==> config.mk <==
export PLATFORM = sky130hd
export DESIGN_NAME = mii_rx_framer
export DESIGN_NICKNAME = d
export VERILOG_FILES = /design/src/rtl/mii_rx_pkg.sv /design/src/rtl/crc32_d8.sv /design/src/rtl/mii_rx_framer.sv
export SDC_FILE = /design/constraint.sdc
export NUM_CORES = 1
export LEC_CHECK = 0
export ABC_AREA = 1
export BUFFER_PORTS_ARGS = -buffer_cell sky130_fd_sc_hd__buf_2
export CORE_MARGIN = 3
export CORE_UTILIZATION = 45
export CTS_CLUSTER_DIAMETER = 150
export DETAILED_ROUTE_END_ITERATION = 16
export GPL_TIMING_DRIVEN = 0
export MAX_ROUTING_LAYER = met4
export PLACE_DENSITY_LB_ADDON = 0.08
export SLEW_MARGIN = 20
export SYNTH_ARGS = -nofsm -noshare
export SYNTH_HDL_FRONTEND = slang
export SYNTH_SLANG_ARGS = --single-unit
==> constraint.sdc <==
create_clock -name rxc -period 1.9 [get_ports rxc]
set_input_delay 0.38 -clock rxc [delete_from_list [all_inputs] [get_ports rxc]]
set_output_delay 0.38 -clock rxc [all_outputs]
set_load 0.01 [all_outputs]
==> src/rtl/mii_rx_pkg.sv <==
// Shared definitions for the MII/GMII receive framer: FSM states, preamble/SFD
// codes for both PHY widths, error-bit positions and CRC-32 constants.
package mii_rx_pkg;

    typedef enum logic [1:0] {
        IDLE,
        PREAMBLE,
        DATA,
        DROP
    } rx_state_e;

    // Preamble and start-of-frame delimiter codes, nibble (MII) and byte (GMII)
    localparam logic [3:0] PRE_MII  = 4'h5;
    localparam logic [3:0] SFD_MII  = 4'hD;
    localparam logic [7:0] PRE_GMII = 8'h55;
    localparam logic [7:0] SFD_GMII = 8'hD5;

    // out_err bit positions
    localparam int ERR_W        = 4;
    localparam int ERR_RUNT     = 0;
    localparam int ERR_OVERSIZE = 1;
    localparam int ERR_ODD      = 2;
    localparam int ERR_FCS      = 3;

    // CRC-32 (IEEE 802.3); the residue is given in MSB-first bit order
    localparam logic [31:0] CRC_POLY    = 32'h04C11DB7;
    localparam logic [31:0] CRC_INIT    = 32'hFFFF_FFFF;
    localparam logic [31:0] CRC_RESIDUE = 32'hC704DD7B;

    function automatic logic [31:0] bitrev32(input logic [31:0] v);
        logic [31:0] r;
        for (int i = 0; i < 32; i++) begin
            r[i] = v[31-i];
        end
        return r;
    endfunction

    // Polynomial in the LSB-first (reflected) register orientation
    localparam logic [31:0] CRC_POLY_REFL = bitrev32(CRC_POLY);

endpackage

==> src/rtl/crc32_d8.sv <==
// Byte-wide combinational next-CRC for the reflected CRC-32 used on Ethernet.
// Data bits are consumed LSB first, matching wire order.
module crc32_d8
    import mii_rx_pkg::*;
(
    input  logic [31:0] crc_in,
    input  logic [7:0]  data,
    output logic [31:0] crc_out
);

    // Eight unrolled shift-right steps of the reflected LFSR
    always_comb begin
        logic [31:0] c;
        c = crc_in;
        for (int i = 0; i < 8; i++) begin
            if (c[0] ^ data[i]) begin
                c = (c >> 1) ^ CRC_POLY_REFL;
            end else begin
                c = c >> 1;
            end
        end
        crc_out = c;
    end

endmodule

==> src/rtl/mii_rx_framer.sv <==
// Ethernet RX front end: registers the PHY stream, detects preamble and SFD,
// assembles payload bytes (MII nibbles low-first, or GMII bytes) and reports
// per-frame length and error status.
// Optional FCS check: define MII_RX_FCS_CHECK_EN to build the CRC-32 checker;
// otherwise out_err[3] is tied to 0.
module mii_rx_framer
    import mii_rx_pkg::*;
#(
    parameter int DATA_W  = 4,
    parameter int MIN_PRE = 7,
    parameter int MIN_LEN = 64,
    parameter int MAX_LEN = 1518,
    parameter int LEN_W   = 16
) (
    input  logic              rxc,
    input  logic              rst,
    input  logic [DATA_W-1:0] rxd,
    input  logic              rxdv,
    output logic [7:0]        out_data,
    output logic              out_valid,
    output logic              out_sof,
    output logic              out_done,
    output logic [LEN_W-1:0]  out_len,
    output logic [ERR_W-1:0]  out_err,
    output logic              out_drop
);

    localparam int PRE_CW = $clog2(MIN_PRE + 1) + 1;

    localparam logic [DATA_W-1:0] PRE_C = (DATA_W == 8) ? DATA_W'(PRE_GMII) : DATA_W'(PRE_MII);
    localparam logic [DATA_W-1:0] SFD_C = (DATA_W == 8) ? DATA_W'(SFD_GMII) : DATA_W'(SFD_MII);
    localparam logic [PRE_CW-1:0] MIN_PRE_C = PRE_CW'(MIN_PRE);
    localparam logic [LEN_W-1:0]  MIN_LEN_C = LEN_W'(MIN_LEN);
    localparam logic [LEN_W-1:0]  MAX_LEN_C = LEN_W'(MAX_LEN);

    // Registered PHY inputs; all decisions below use these
    logic [DATA_W-1:0] rxd_q;
    logic              rxdv_q;
    logic              sampled_q;
    logic              armed_q;

    rx_state_e         state_q, state_d;
    logic [PRE_CW-1:0] pre_cnt_q, pre_cnt_d;
    logic [LEN_W-1:0]  byte_cnt_q, byte_cnt_d;
    logic              half_q, half_d;
    logic [3:0]        nib_lo_q, nib_lo_d;
    logic              over_q, over_d;

    logic [7:0]        data_d;
    logic              valid_d, sof_d, done_d, drop_d;
    logic [LEN_W-1:0]  len_d;
    logic [ERR_W-1:0]  err_d;

    logic [7:0]        asm_byte;
    logic              unit_completes;
    logic              sfd_hit;
    logic              data_byte;
    logic              fcs_err;

    generate
        if (DATA_W == 8) begin : g_gmii
            assign asm_byte       = rxd_q[7:0];
            assign unit_completes = 1'b1;
        end else begin : g_mii
            assign asm_byte       = {rxd_q[3:0], nib_lo_q};
            assign unit_completes = half_q;
        end
    endgenerate

    assign sfd_hit   = (state_q == PREAMBLE) && rxdv_q && (rxd_q == SFD_C) && (pre_cnt_q >= MIN_PRE_C);
    assign data_byte = (state_q == DATA) && rxdv_q && unit_completes;

`ifdef MII_RX_FCS_CHECK_EN
    logic [31:0] crc_q, crc_d, crc_step;

    crc32_d8 u_crc (
        .crc_in  (crc_q),
        .data    (asm_byte),
        .crc_out (crc_step)
    );

    assign fcs_err = (bitrev32(crc_q) != CRC_RESIDUE);

    // CRC restarts at SFD and advances on every assembled byte, forwarded or not
    always_comb begin
        crc_d = crc_q;
        if (sfd_hit) begin
            crc_d = CRC_INIT;
        end else if (data_byte) begin
            crc_d = crc_step;
        end
    end

    // CRC state register
    always_ff @(posedge rxc or posedge rst) begin
        if (rst) begin
            crc_q <= CRC_INIT;
        end else begin
            crc_q <= crc_d;
        end
    end
`else
    assign fcs_err = 1'b0;
`endif

    // Input capture; a frame in flight at reset release is ignored until rxdv is seen low
    always_ff @(posedge rxc or posedge rst) begin
        // NOTE: sequential state always uses non-blocking assignment so every
        // register samples the pre-edge values of the others.
        if (rst) begin
            rxd_q     <= '0;
            rxdv_q    <= 1'b0;
            sampled_q <= 1'b0;
            armed_q   <= 1'b0;
        end else begin
            rxd_q     <= rxd;
            rxdv_q    <= rxdv;
            sampled_q <= 1'b1;
            armed_q   <= armed_q | (sampled_q & ~rxdv_q);
        end
    end

    // Next-state and next-output logic of the framing FSM
    always_comb begin
        // NOTE: every variable gets a default first so no path leaves one
        // unassigned, which would otherwise infer a latch.
        state_d    = state_q;
        pre_cnt_d  = pre_cnt_q;
        byte_cnt_d = byte_cnt_q;
        half_d     = half_q;
        nib_lo_d   = nib_lo_q;
        over_d     = over_q;
        data_d     = out_data;
        valid_d    = 1'b0;
        sof_d      = 1'b0;
        done_d     = 1'b0;
        len_d      = out_len;
        err_d      = out_err;
        drop_d     = 1'b0;

        unique case (state_q)
            IDLE: begin
                if (armed_q && rxdv_q) begin
                    if (rxd_q == PRE_C) begin
                        state_d   = PREAMBLE;
                        pre_cnt_d = PRE_CW'(1);
                    end else begin
                        state_d = DROP;
                        drop_d  = 1'b1;
                    end
                end
            end
            PREAMBLE: begin
                if (!rxdv_q) begin
                    state_d = IDLE;
                end else if (rxd_q == PRE_C) begin
                    if (pre_cnt_q != '1) begin
                        pre_cnt_d = pre_cnt_q + 1'b1;
                    end
                end else if (sfd_hit) begin
                    state_d    = DATA;
                    byte_cnt_d = '0;
                    half_d     = 1'b0;
                    over_d     = 1'b0;
                end else begin
                    state_d = DROP;
                    drop_d  = 1'b1;
                end
            end
            DATA: begin
                if (!rxdv_q) begin
                    // End of frame; a pending half byte is discarded and flagged
                    state_d              = IDLE;
                    done_d               = 1'b1;
                    len_d                = byte_cnt_q;
                    err_d                = '0;
                    err_d[ERR_RUNT]      = (byte_cnt_q < MIN_LEN_C);
                    err_d[ERR_OVERSIZE]  = over_q;
                    err_d[ERR_ODD]       = half_q;
                    err_d[ERR_FCS]       = fcs_err;
                end else if (!unit_completes) begin
                    half_d   = 1'b1;
                    nib_lo_d = rxd_q[3:0];
                end else begin
                    half_d = 1'b0;
                    if (byte_cnt_q < MAX_LEN_C) begin
                        valid_d = 1'b1;
                        data_d  = asm_byte;
                        sof_d   = (byte_cnt_q == '0);
                    end else begin
                        over_d = 1'b1;
                    end
                    if (byte_cnt_q != '1) begin
                        byte_cnt_d = byte_cnt_q + 1'b1;
                    end
                end
            end
            DROP: begin
                if (!rxdv_q) begin
                    state_d = IDLE;
                end
            end
            default: begin
                state_d = IDLE;
            end
        endcase
    end

    // FSM state, counters and registered outputs
    always_ff @(posedge rxc or posedge rst) begin
        if (rst) begin
            state_q    <= IDLE;
            pre_cnt_q  <= '0;
            byte_cnt_q <= '0;
            half_q     <= 1'b0;
            nib_lo_q   <= '0;
            over_q     <= 1'b0;
            out_data   <= '0;
            out_valid  <= 1'b0;
            out_sof    <= 1'b0;
            out_done   <= 1'b0;
            out_len    <= '0;
            out_err    <= '0;
            out_drop   <= 1'b0;
        end else begin
            state_q    <= state_d;
            pre_cnt_q  <= pre_cnt_d;
            byte_cnt_q <= byte_cnt_d;
            half_q     <= half_d;
            nib_lo_q   <= nib_lo_d;
            over_q     <= over_d;
            out_data   <= data_d;
            out_valid  <= valid_d;
            out_sof    <= sof_d;
            out_done   <= done_d;
            out_len    <= len_d;
            out_err    <= err_d;
            out_drop   <= drop_d;
        end
    end

endmodule

==> Yosys cells after proc, flatten, opt, wreduce, memory -nomap -nowiden <==
Cells that the tools add are included.
{ "op_classes": {"bitwise_logic": 4, "muxes": 46, "n_addsub": 2, "eq_ne": 20, "order_cmp": 3, "reduce_logical": 17} }
{ "ops": {"columns": ["cell", "count"], "rows": [
  ["2-to-1 mux 16 bit", 6],
  ["case mux 16 bit (2 select lines)", 1],
  ["2-to-1 mux 1 bit", 24],
  ["2-to-1 mux 4 bit", 5],
  ["!= test 2 bit (second input constant)", 9],
  ["adder 16 x 1 -> 16 bit (second input constant)", 1],
  ["zero test 16 bit", 1],
  ["< comparator 16 x 11 -> 1 bit (second input constant)", 1],
  ["< comparator 16 x 7 -> 1 bit (second input constant)", 1],
  ["!= test 16 bit (second input constant)", 1],
  ["AND reduction 7 bit", 2],
  ["2-to-1 mux 2 bit", 5],
  ["case mux 4 bit (2 select lines)", 1],
  ["!= test 2 x 1 -> 1 bit (second input constant)", 3],
  ["case mux 1 bit (2 select lines)", 3],
  ["case mux 2 bit (3 select lines)", 1],
  ["AND reduction 3 bit", 2],
  ["AND reduction 6 bit", 1],
  ["AND reduction 5 bit", 1],
  ["adder 4 x 1 -> 4 bit (second input constant)", 1],
  ["equality test 2 bit (second input constant)", 2],
  ["equality test 4 x 3 -> 1 bit (second input constant)", 1],
  ["equality test 4 bit (second input constant)", 1],
  ["greater-or-equal comparator 4 x 3 -> 1 bit (second input constant)", 1],
  ["other kinds (12)", 17]
]} }
{ "word_totals": {"word_cells": 109, "out_inout_bits": 32, "register_bits": 66, "in_bits": 7} }

==> Depth between registers and ports, before layout <==
{ "depth": {"ltp_word": 8, "depth_mapped": 10} }

==> Worst setup path after synthesis <==
OpenSTA, ideal clock, no wires.
{ "synth_timing": {"kind": "flip-flop to flip-flop", "from": "register byte_cnt_q[0]", "to": "register byte_cnt_q[3]", "setup_slack_ns": 0.393, "t_required_ns": 1.777, "setup_ns": 0.123, "arrival_time_ns": 1.384, "path_stages_with_launch": 11, "cell_sequence": "dfrtp_1 ha_1 nand3_2 inv_2 nand2_2 nor2_4 nand2_2 nand3_4 buf_12 nand2_2 o21ai_2"} }
{ "synth_between": {"elab_chain_len": 5} }
{ "synth_lines": {"columns": ["element", "line_no", "source"], "rows": [
  ["from (decl)", "mii_rx_framer.sv:44", "logic [LEN_W-1:0] byte_cnt_q, byte_cnt_d;"],
  ["from (signal assigned)", "mii_rx_framer.sv:228", "byte_cnt_q <= byte_cnt_d;"],
  ["adder 16 x 1 -> 16 bit", "mii_rx_framer.sv:194", "byte_cnt_d = byte_cnt_q + 1'b1;"],
  ["2-to-1 mux 16 bit", "mii_rx_framer.sv:193", "if (byte_cnt_q != '1) begin"],
  ["2-to-1 mux 16 bit", "mii_rx_framer.sv:181", "end else if (!unit_completes) begin"],
  ["2-to-1 mux 16 bit", "mii_rx_framer.sv:171", "if (!rxdv_q) begin"],
  ["case mux 16 bit (2 select lines)", "mii_rx_framer.sv:141", "unique case (state_q)"]
]} }
Parallel ways exist; a longest one is shown, timed or not. The select of a mux whose other input is x is not followed.
A chain may end at the register's enable or synchronous reset.

==> Worst setup path in the final report <==
{ "layout_timing": {"from": "register byte_cnt_q[0]", "to": "register byte_cnt_q[6]"} }
Same word-level chain as after synthesis.

==> out/qor.csv <==
stage,metric,value,unit
yosys,syn_area_per_cell,9.11,µm²
setup_path,Worst path top cell family by delay,simple AND/OR/NAND/NOR gates,
clock_tree,setup bufs post-CTS,0,
pwr,Reg power frac,45.3,%
pwr,VDD IR max,403,µV
setup_path,critical path arrival,1.91,ns
timing,Worst Clk Skew,0.0134,ns
setup_path,Critical-path top delay cell,dfrtp_1,
setup_path,WP data required,2.13,ns
yosys,"Warnings, synthesis",0,
global_route,number of global-route vias before repair,2358,
placement,port bufs,37,
setup_path,Crit. End Element,register,
yosys,syn nets,365,
die,Die Ht,90.8,µm
run_status,status,finished clean,
global_route,global-route wire length before repair,11.4,mm
timing,Max Freq,0.593,GHz
route,Avg WL per Cell,12.8,µm
finish,"commonest non-fill, non-tap cell in the layout",nand2_1,
run,MaxCap Viol Count,0,
yosys,Cell variety after synth,34,
clock_tree,Max clock buf depth,2,
setup_path,"slowest stage delay, CP",0.44,ns
yosys,#FFs+latches synth,66,
timing,fin crit share,88.7,%
die,Die W,90.8,µm
die,io pins,39,
setup_path,most repeated library cell on the critical path,nand2_2,
setup_path,Setup CP Type,register to register,
min_path,Hold Path Class,input port to asynchronous set/reset pin,
timing,Final Critical Period,1.69,ns
global_route,initial antenna violation count,0,
clock_tree,CTS Hold Bufs,0,
route,via count,2456,
timing,setup slack after layout,0.215,ns
finish,Ant. Diodes,0,
yosys,Synth Cell Area,3230,µm²
placement,routability cong.,0.832,
global_route,pin count of the biggest net entering global routing,32,
yosys,Mapped Cells,355,
route,First-pass DRT Iterations,7,
die,Starting Density,47.1,%
pwr,LEAKAGE,1.84,nW
placement,DP Worst Slack,0.214,ns
clock_tree,Clock Tree Root,clkbuf_8,
setup_path,worst-path fanout max,10,
clock_tree,"Clk Latency, worst-skew pair",0.35,ns
clock_tree,post_cts resized,0,
placement,post-DP HPWL,4.82,mm
timing,WHS,0.0362,ns
finish,Area Overhead vs Synth,16.2,%
timing,RSZ-0062 raised after global routing,false,
setup_path,crit-path cells,ha_1 -> nand3_2 -> inv_2 -> nand2_2 -> nor2_4 -> nand2_2 -> nand3_4 -> buf_12 -> nand2_2 -> o21ai_2,
route,final wirelength,6.49,mm
setup_path,Startpoint Class,register,
clock_tree,Clock Pin Slew Worst Setup and Hold Paths,0.08,ns
global_route,total grt overflow,0,
die,Core Area,6870,µm²
route,DR DRC count,0,
pwr,switching pwr,1.52,mW
pwr,Switching Share,36.6,%
timing,Sum Neg Setup Slack,0,ns
route,ANT nets after route,0,
finish,share of layout cells above drive strength 1,31.5,%
pwr,pwr/cell area,1100,nW/µm²
pwr,internal power component,2.63,mW
timing,final hold vios,0,
clock_tree,TritonCTS Sinks,66,
die,row count,30,
clock_tree,CTS buffer count,9,
timing,final setup fails,0,
finish,Final #Nets,415,
clock_tree,CTS tree,built,
die,die area,8240,µm²
finish,most frequent cells in the layout,"90 x nand2_1, 66 x dfrtp_1, 37 x buf_2, 32 x inv_1, 25 x o21ai_2",
setup_path,WP buf/inv,2,
yosys,register area share after synthesis,51.1,%
pwr,Clk pwr share,25.1,%
pwr,power share of the combinational group,29.7,%
clock_tree,H-tree depth,3,
global_route,Tot GR Track Use,17.7,%
route,Initial DRC Count,96,
timing,Slew Limit Fails,0,
route,Via density,4.85,
synth_stat cells:
cell type,n,area (µm²)
o21ai_2,25,219
nand4_2,1,12.5
o2111ai_1,1,8.76
o211ai_1,1,7.51
ha_1,3,37.5
nand2_2,14,87.6
or2_2,2,12.5
buf_6,5,56.3
dfrtp_1,66,1650
inv_1,33,124
xor2_1,10,87.6
nor3_2,1,10.0
a21oi_1,4,20.0
xnor2_1,1,8.76
o21ai_1,4,20.0
a21boi_0,1,7.51
buf_12,1,20.0
buf_4,2,15.0
nor2_4,3,33.8
nand2_4,1,11.3
nand3_1,17,85.1
nand2_1,90,338
o21ai_0,20,100
nand3_2,4,40.0
a31oi_1,1,6.26
nor2_2,6,37.5
clkbuf_1,1,3.75
nand3_4,1,17.5
nor3_1,1,5.00
a21o_1,1,7.51
conb_1,2,7.51
nor2_1,19,71.3
inv_2,7,26.3
nand4_1,6,37.5
final cells by class:
cell class              instances  area (µm²)
well taps                      96         120
inverters                      40         154
flip-flops and latches         66        1650
repair buffers                 39         233
multi-input cells             240        1340
plain buffers                   9        95.1
clock inverters                 7        45.0
fillers                       661        3110
clock buffers                   9         124
stage by stage:
step	instance area [µm²]	total power, mW	std cells	utilization [%]
2_1_floorplan	3240	2.78	355	-
3_3_place_gp	3540	3.12	488	51.6
3_5_place_dp	3590	3.16	490	52.3
4_1_cts	3760	4.19	506	54.7
5_1_grt	3760	4.43	506	54.7
6_report	3760	4.15	506	54.7
cell families after synthesis:
kind of cell    count (synthesis)  synth area share [%]
xor+xnor                       11                  2.98
fa+ha+maj                       3                  1.16
flops                          66                  51.1
compound gates                 58                  12.3
other cells                     2                 0.232
buf+inv                        49                  7.58
simple gates                  166                  24.7
power groups by stage:
stage	Clock, mW	Sequential, mW	Combinational (mW)
2_1_floorplan	0	1.95	0.822
3_3_place_gp	0	1.90	1.21
3_5_place_dp	0	1.91	1.25
4_1_cts	1.06	1.88	1.25
5_1_grt	1.12	1.93	1.39
6_report	1.04	1.88	1.23
worst paths after layout:
path / startpoint / to / slack (ns) / depth (start not counted)
worst max-delay path: byte_cnt_q[0]$_DFFE_PP0P_ / byte_cnt_q[6]$_DFFE_PP0P_ / 0.21 / 10
worst min-delay path: rst / out_len[3]$_DFFE_PP0P_ / 0.04 / 2
worst max register to register: byte_cnt_q[0]$_DFFE_PP0P_ / byte_cnt_q[6]$_DFFE_PP0P_ / 0.21 / 10
worst min register to register: out_data[3]$_DFFE_PP0P_ / out_data[3]$_DFFE_PP0P_ / 0.47 / 2
max in group asynchronous: rst / byte_cnt_q[9]$_DFFE_PP0P_ / 1.37 / 3
min in group rxc: rxd[3] / rxd_q[3]$_DFF_PP0_ / 0.13 / 1
state kept, by name, indices dropped and copies added, names as in the netlist, 2 cells and up:
name and count:
pre_cnt_q 4, out_len 16, out_data 8, rxd_q 4, byte_cnt_q 16, state_q 2, out_err 3, nib_lo_q 4
per-layer routing:
metal / GRT usage (%) / vias to the layer above / share of wire (%)
met5: - / - / 0
met4: 6.78 / 0 / 1.4
met3: 3.67 / 9 / 4.5
met2: 25.4 / 47 / 42
met1: 24.6 / 1167 / 52
li1: - / 1233 / -
(Power assumes the default switching activity.)
